$ cat config.mk
export PLATFORM = sky130hd
export DESIGN_NAME = div_unit
export DESIGN_NICKNAME = d
export VERILOG_FILES = /design/src/rtl/div_unit.sv
export SDC_FILE = /design/constraint.sdc
export NUM_CORES = 1
export LEC_CHECK = 0
export BUFFER_PORTS_ARGS = -buffer_cell sky130_fd_sc_hd__buf_2
export CAP_MARGIN = 20
export CORE_UTILIZATION = 50
export DETAILED_ROUTE_END_ITERATION = 16
export HOLD_SLACK_MARGIN = 0.12
export PLACE_DENSITY = 0.7
export SYNTH_ARGS = -nofsm -noshare
export SYNTH_HDL_FRONTEND = slang
export SYNTH_SLANG_ARGS = --single-unit
$ cat constraint.sdc
create_clock -name clk -period 8.8 [get_ports clk]
set_input_delay 0.44 -clock clk [delete_from_list [all_inputs] [get_ports clk]]
set_output_delay 0.44 -clock clk [all_outputs]
set_load 0.03 [all_outputs]
$ cat src/rtl/div_unit.sv
// rtl/div_unit.sv - iterative restoring divider for DIV/DIVU
//
// Purpose: multi-cycle signed/unsigned divider producing {HI=remainder, LO=quotient}.
//   One restoring step per cycle on a 2*WIDTH partial-remainder register,
//   then a sign fix-up for signed operation.
// Ports:
//   clk        - system clock, rising edge
//   rst        - synchronous active-low reset
//   start      - divide requested by the instruction in E (held while stalled)
//   signed_div - 1 = DIV, 0 = DIVU; sampled with start
//   a, b       - dividend / divisor; sampled with start
//   annul      - cancel the current operation
//   stall_div  - stall request to the hazard unit
//   ready      - one-cycle pulse, result valid this cycle
//   result     - {HI = remainder, LO = quotient}
module div_unit #(
  parameter int WIDTH = 32
) (
  input  logic               clk,
  input  logic               rst,
  input  logic               start,
  input  logic               signed_div,
  input  logic [WIDTH-1:0]   a,
  input  logic [WIDTH-1:0]   b,
  input  logic               annul,
  output logic               stall_div,
  output logic               ready,
  output logic [2*WIDTH-1:0] result
);

  localparam int CW = $clog2(WIDTH);

  typedef enum logic [1:0] {IDLE, RUN, DONE} state_t;

  state_t             state, state_nx;
  logic [CW-1:0]      cnt;
  logic [2*WIDTH-1:0] rem;
  logic [WIDTH-1:0]   dvsr;
  logic               neg_q, neg_r;

  logic               a_neg, b_neg;
  logic [WIDTH-1:0]   a_abs, b_abs;
  logic [WIDTH:0]     trial;
  logic [2*WIDTH-1:0] rem_step;
  logic [WIDTH-1:0]   q_fix, r_fix;
  logic               last;
  logic               launch;

  always_comb begin
    a_neg  = signed_div & a[WIDTH-1];
    b_neg  = signed_div & b[WIDTH-1];
    a_abs  = a_neg ? -a : a;
    b_abs  = b_neg ? -b : b;
    launch = (state == IDLE) & start & ~annul;
    // The bit shifted out of the upper half is kept as a carry: the shifted
    // remainder can need WIDTH+1 bits when the divisor is >= 2^(WIDTH-1).
    trial  = rem[2*WIDTH-1:WIDTH-1] - {1'b0, dvsr};
    if (!trial[WIDTH])
      rem_step = {trial[WIDTH-1:0], rem[WIDTH-2:0], 1'b1};
    else
      rem_step = {rem[2*WIDTH-2:0], 1'b0};
    q_fix = neg_q ? -rem_step[WIDTH-1:0] : rem_step[WIDTH-1:0];
    r_fix = neg_r ? -rem_step[2*WIDTH-1:WIDTH] : rem_step[2*WIDTH-1:WIDTH];
    last  = (cnt == CW'(WIDTH - 1));
  end

  always_comb begin
    state_nx = state;
    case (state)
      IDLE: if (launch) state_nx = (b == '0) ? DONE : RUN;
      RUN:  if (annul) state_nx = IDLE;
            else if (last) state_nx = DONE;
      DONE: state_nx = IDLE;
      default: state_nx = IDLE;
    endcase
  end

  // annul drops the stall in the same cycle so the flush can proceed.
  assign stall_div = ~annul & (((state == IDLE) & start) | (state == RUN));
  assign ready     = (state == DONE);

  always_ff @(posedge clk) begin
    if (!rst) begin
      state  <= IDLE;
      cnt    <= '0;
      rem    <= '0;
      dvsr   <= '0;
      neg_q  <= 1'b0;
      neg_r  <= 1'b0;
      result <= '0;
    end else begin
      state <= state_nx;
      case (state)
        IDLE: begin
          if (launch) begin
            if (b != '0) begin
              rem   <= {{WIDTH{1'b0}}, a_abs};
              dvsr  <= b_abs;
              neg_q <= a_neg ^ b_neg;
              neg_r <= a_neg;
              cnt   <= '0;
            end else begin
              result <= {a, {WIDTH{1'b1}}};
            end
          end
        end
        RUN: begin
          if (!annul) begin
            rem <= rem_step;
            cnt <= cnt + 1'b1;
            if (last) result <= {r_fix, q_fix};
          end
        end
        default: ;
      endcase
    end
  end

endmodule

# After elaboration in Yosys (flattened, before gate mapping)
# Cells that the tools add are included.
# word_totals
inputBits	69
regBits	169
wordCells	61
# op_classes
n_eq_ne	9
bitwise_logic	8
addsub	6
mux	23
reduce_logical	8
# op_table
op	n
two-way mux 64 bit	8
case mux 64 bit (2 select lines)	2
two-way mux 32 bit	4
negation 32 bit	4
subtractor 33 x 32 -> 33 bit	1
zero test 32 bit	1
nonzero test 32 bit	1
two-way mux 5 bit	3
case mux 5 bit (2 select lines)	1
two-way mux 2 bit	4
!= test 2 bit, second input constant	4
adder 5 x 1 -> 5 bit, second input constant	1
AND 1 bit	5
equality test 5 bit, second input constant	1
AND reduction 5 bit	1
case mux 2 bit (2 select lines)	1
AND reduction 4 bit	1
!= test 3 bit, second input constant	1
AND reduction 3 bit	1
equality test 2 x 1 -> 1 bit, second input constant	1
equality test 2 bit, second input constant	1
zero test 2 bit	1
!= test 2 x 1 -> 1 bit, second input constant	1
AND reduction 2 bit	1
4 further kinds	4

# Depth between registers and ports, before layout
# depth
depth_word	7
depth_mapped	25

# Worst setup path before layout
# Ideal clock, no wire load.
# synth_path
path_kind	flip-flop to flip-flop
start	reg rem[31]
end	reg result[60]
path_slack_ps	3418
arrival_time_ps	5251
path_stages_with_launch	26
n_path_buf	3
period_less_slack_ps	5382
setup_time_ps	130
t_required_ps	8670
cell_sequence	dfxtp_1 -> inv_1 -> ha_1 -> inv_1 -> fa_1 -> nand3_1 -> a21o_1 -> a21boi_0 -> o211ai_1 -> a211oi_2 -> inv_2 -> clkbuf_1 -> clkbuf_1 -> clkbuf_1 -> nor2_1 -> a21oi_1 -> ha_1 -> inv_1 -> nor2_1 -> or4b_1 -> or4_1 -> o32a_1 -> a2111o_1 -> o31ai_2 -> xnor2_1 -> o22ai_2
# synth_via
elab_chain_len	7
# synth_lines
item	line	text
start: declaration	37	logic [2*WIDTH-1:0] rem;
start signal: assignment	97	rem <= {{WIDTH{1'b0}}, a_abs};
start signal: assignment	109	rem <= rem_step;
subtractor 33 x 32 -> 33 bit	57	trial = rem[2*WIDTH-1:WIDTH-1] - {1'b0, dvsr};
two-way mux 64 bit (*)	58	if (!trial[WIDTH])
negation 32 bit	63	r_fix = neg_r ? -rem_step[2*WIDTH-1:WIDTH] : rem_step[2*WIDTH-1:WIDTH];
two-way mux 32 bit (*)	63	
two-way mux 64 bit (*)	111	if (last) result <= {r_fix, q_fix};
two-way mux 64 bit (*)	108	if (!annul) begin
case mux 64 bit (2 select lines) (*)	93	case (state)
end signal: assignment	103	result <= {a, {WIDTH{1'b1}}};
end signal: assignment	111	
end: declaration	28	output logic [2*WIDTH-1:0] result
# Every way passes the cells marked *; elsewhere a longest branch is shown, timed or not. The select of a mux whose other input is x is not followed.
# A chain may end at the register's enable or synchronous reset.

# Final worst setup path
# layout_path
start	reg rem[41]
end	reg result[60]
# The elaborated chain is that of the path after synthesis.

==> metrics.txt <==
Unique masters post-synth 77; largest net degree at the start of global routing 92; share of layout cells above drive strength 1 0.128; Worst-path clk slew 70 ps; Die H 157 microns; Starting Density 0.511; cts hold-fix bufs 0; setup repair bufs after CTS 0; first-pass iteration count of the detailed router 6; Worst Hold Class in -> reg; Buffers on Ports 134; insertion delay to the later sink of the worst-skew pair 440 ps; via count 12000; hold path cells 3; RSZ-0062 raised after global routing false; commonest non-fill, non-tap cells in the layout nor2_1 (232), dfxtp_1 (169), a21oi_1 (157), buf_2 (134), nand2_1 (127); vias in the first global route 10700; highest routing layer actually used met4; status finished, final reports clean; power density over the cells 147 nW/um^2; area delta synth->final 11.8%; CP max FO 37; r2r setup slk 3040 ps; setup violators final 0; leading area contributor after synthesis dfxtp_1; Post-Synthesis Net Count 1727; final hold violation count 0; slowest stage delay, CP 510 ps; Max-Cap Viols 0; clock tree buffer depth 2; reg2reg path depth 18; DR iter-0 viols 1084; die extent in x 157 microns; HP Start a[4]; class of the most critical setup path reg -> reg; synthesized area 12000 sq um; Mean Syn Cell Area 7.41 sq um; initial antenna violation count 0; TritonCTS clock tree built; Final Max Slew Viols 0; ranking of synthesized cells by area dfxtp_1 (28%), nor2_1 (7.3%), a21oi_1 (6.6%), xor2_1 (5.3%), a211oi_1 (4.4%); Post-Synthesis Cells 1619; clock root buffer clkbuf_16; ANT nets after route 0; Worst-Margin Slew 905 ps; CP max stage cell ha_1; hpwl dp 25.6 mm; Cells after DPL 1973; async set-reset flop share out of synthesis 0; prevailing post-synth register cell dfxtp_1; CTS buffer count 17; worst flop-to-flop path startpoint rem[41]; GRT overflow 0; critical path launch point type flip-flop; fin cells 2008; leak pwr 5.41 nW; via density per instance 5.96; final design utilization 0.571; skew final 11.6 ps; drt wl/cell 17.4 microns; Pwr Total 1.97 mW; Synth top area share 0.282; Crit. End Element flip-flop; WP data required 9110 ps; residual DRC count 0; Total GRT Usage 0.289; post_cts resized 0; Seq/Total Area, Yosys 0.282; Critical Path AT 6070 ps; EDFF count, synth 0; Slew headroom 0.397; r2r endpoint result[60]; met3 WL 2.02 mm; Synth Warn # 0; Inserted Diodes 0; GPL Wtd Cong 0.935; clock sink count 169; hold endpoint result[36]; die area 24600 sq um; worst path cell trace ha_1, nand4_1, nor3_1, a21boi_0, o211ai_1, a211oi_4, inv_2, a21oi_1, ha_1, inv_1, nor2_1, or4b_1, or4_1, o32a_1, a2111o_1, o31ai_2, xnor2_1, o22ai_2; routed length on met2 15.6 mm; final WL 35.0 mm; VDD IR max 0.0927 mV; Seq cells post-synth 169; total core area 23500 sq um; leading cell type in the layout, fill and taps excluded nor2_1; Max Fclk 174 MHz; H-Tree Depth 4; setup tns final 0 ps; wire length on met1 16.5 mm; minimum clock period 5760 ps; I/O pin cnt 135; layout net count 1784; Final period util 0.655; row count 56; first-pass GRT wire length 56.6 mm; most used cell, CP ha_1
worst max path at each step:
stage            start          to  slack [ps]  cells past startpoint
4_1_cts        rem[41]  result[60]        3050                     18
3_5_place_dp   rem[41]  result[60]        3090                     18
3_3_place_gp   rem[41]  result[60]        3240                     18
5_1_grt        rem[41]  result[60]        2590                     18
6_report       rem[41]  result[60]        3040                     18
2_1_floorplan  rem[31]  result[60]        3420                     25
critical path: cells and delay by family, from the launching register on:
kind / cells / cell delay, ps
AO/OA/AOI/OAI: 8 / 2420
XOR/XNOR: 1 / 160
adder cells (fa/ha/maj): 2 / 760
buffers and inverters: 2 / 400
flip-flops: 1 / 360
AND/OR/NAND/NOR: 5 / 1530
registers in the layout, indices dropped and copies added (netlist names):
| signal | cells |
|---|---|
| neg_q | 1 |
| cnt | 5 |
| rem | 64 |
| state | 2 |
| dvsr | 32 |
| neg_r | 1 |
| result | 64 |
Yosys cell counts, drive strengths merged (3+ instances only):
cell / number
ha: 38
a211o: 3
xnor2: 56
o211ai: 23
and2: 12
nand2b: 14
inv: 56
or3: 24
nor2b: 4
a22oi: 9
a211oi: 72
o22ai: 6
a21oi: 160
a21o: 16
a311oi: 28
or4: 16
nor2: 233
xor2: 73
o41ai: 11
o21ai: 97
o21a: 9
and4: 5
nand3b: 10
or2: 7
clkbuf: 83
o31ai: 30
and3: 11
dfxtp: 169
mux2i: 23
buf: 28
nor4: 21
nand4: 18
nand3: 33
nand2: 127
a221oi: 3
nor3b: 7
a21boi: 4
mux2: 3
a31oi: 16
nor3: 29
routing by layer:
metal / vias up / track usage
met4: 0 / 0.102
met5: - / 0
met2: 377 / 0.461
met3: 58 / 0.0438
met1: 5526 / 0.396
li1: 5997 / -
metrics by stage:
stage          hold WS [ps]  worst slack, ps  instance area [sq um]
4_1_cts                 288             3050                  13300
3_3_place_gp            443             3240                  12700
5_1_grt                 298             2590                  13400
2_1_floorplan           432             3420                  12000
3_5_place_dp            447             3090                  12700
6_report                296             3040                  13400
area by class of cell:
cell class | instances | area, sq um
repair buffers | 149 | 831
well taps | 319 | 399
fillers | 2251 | 10100
flip-flops and latches | 169 | 3380
clock inverters | 14 | 151
clock buffers | 18 | 439
multi-input cells | 1283 | 7990
inverters | 56 | 213
cells by family (layout without fill, tap and decap cells):
group	after synthesis	after routing	synth area share
compound gates	509	509	0.276
xor+xnor	129	129	0.0942
fa+ha+maj	39	39	0.0413
buf+inv	167	237	0.0551
flops	169	169	0.282
mux	26	26	0.0220
simple gates	580	580	0.229
power breakdown:
group | switching (mW) | leakage [nW] | internal, mW
clock network | 0.368 | 0.286 | 0.387
logic | 0.263 | 3.76 | 0.143
registers | 0.0194 | 1.37 | 0.786
total | 0.650 | 5.41 | 1.32
(Power assumes the default switching activity.)
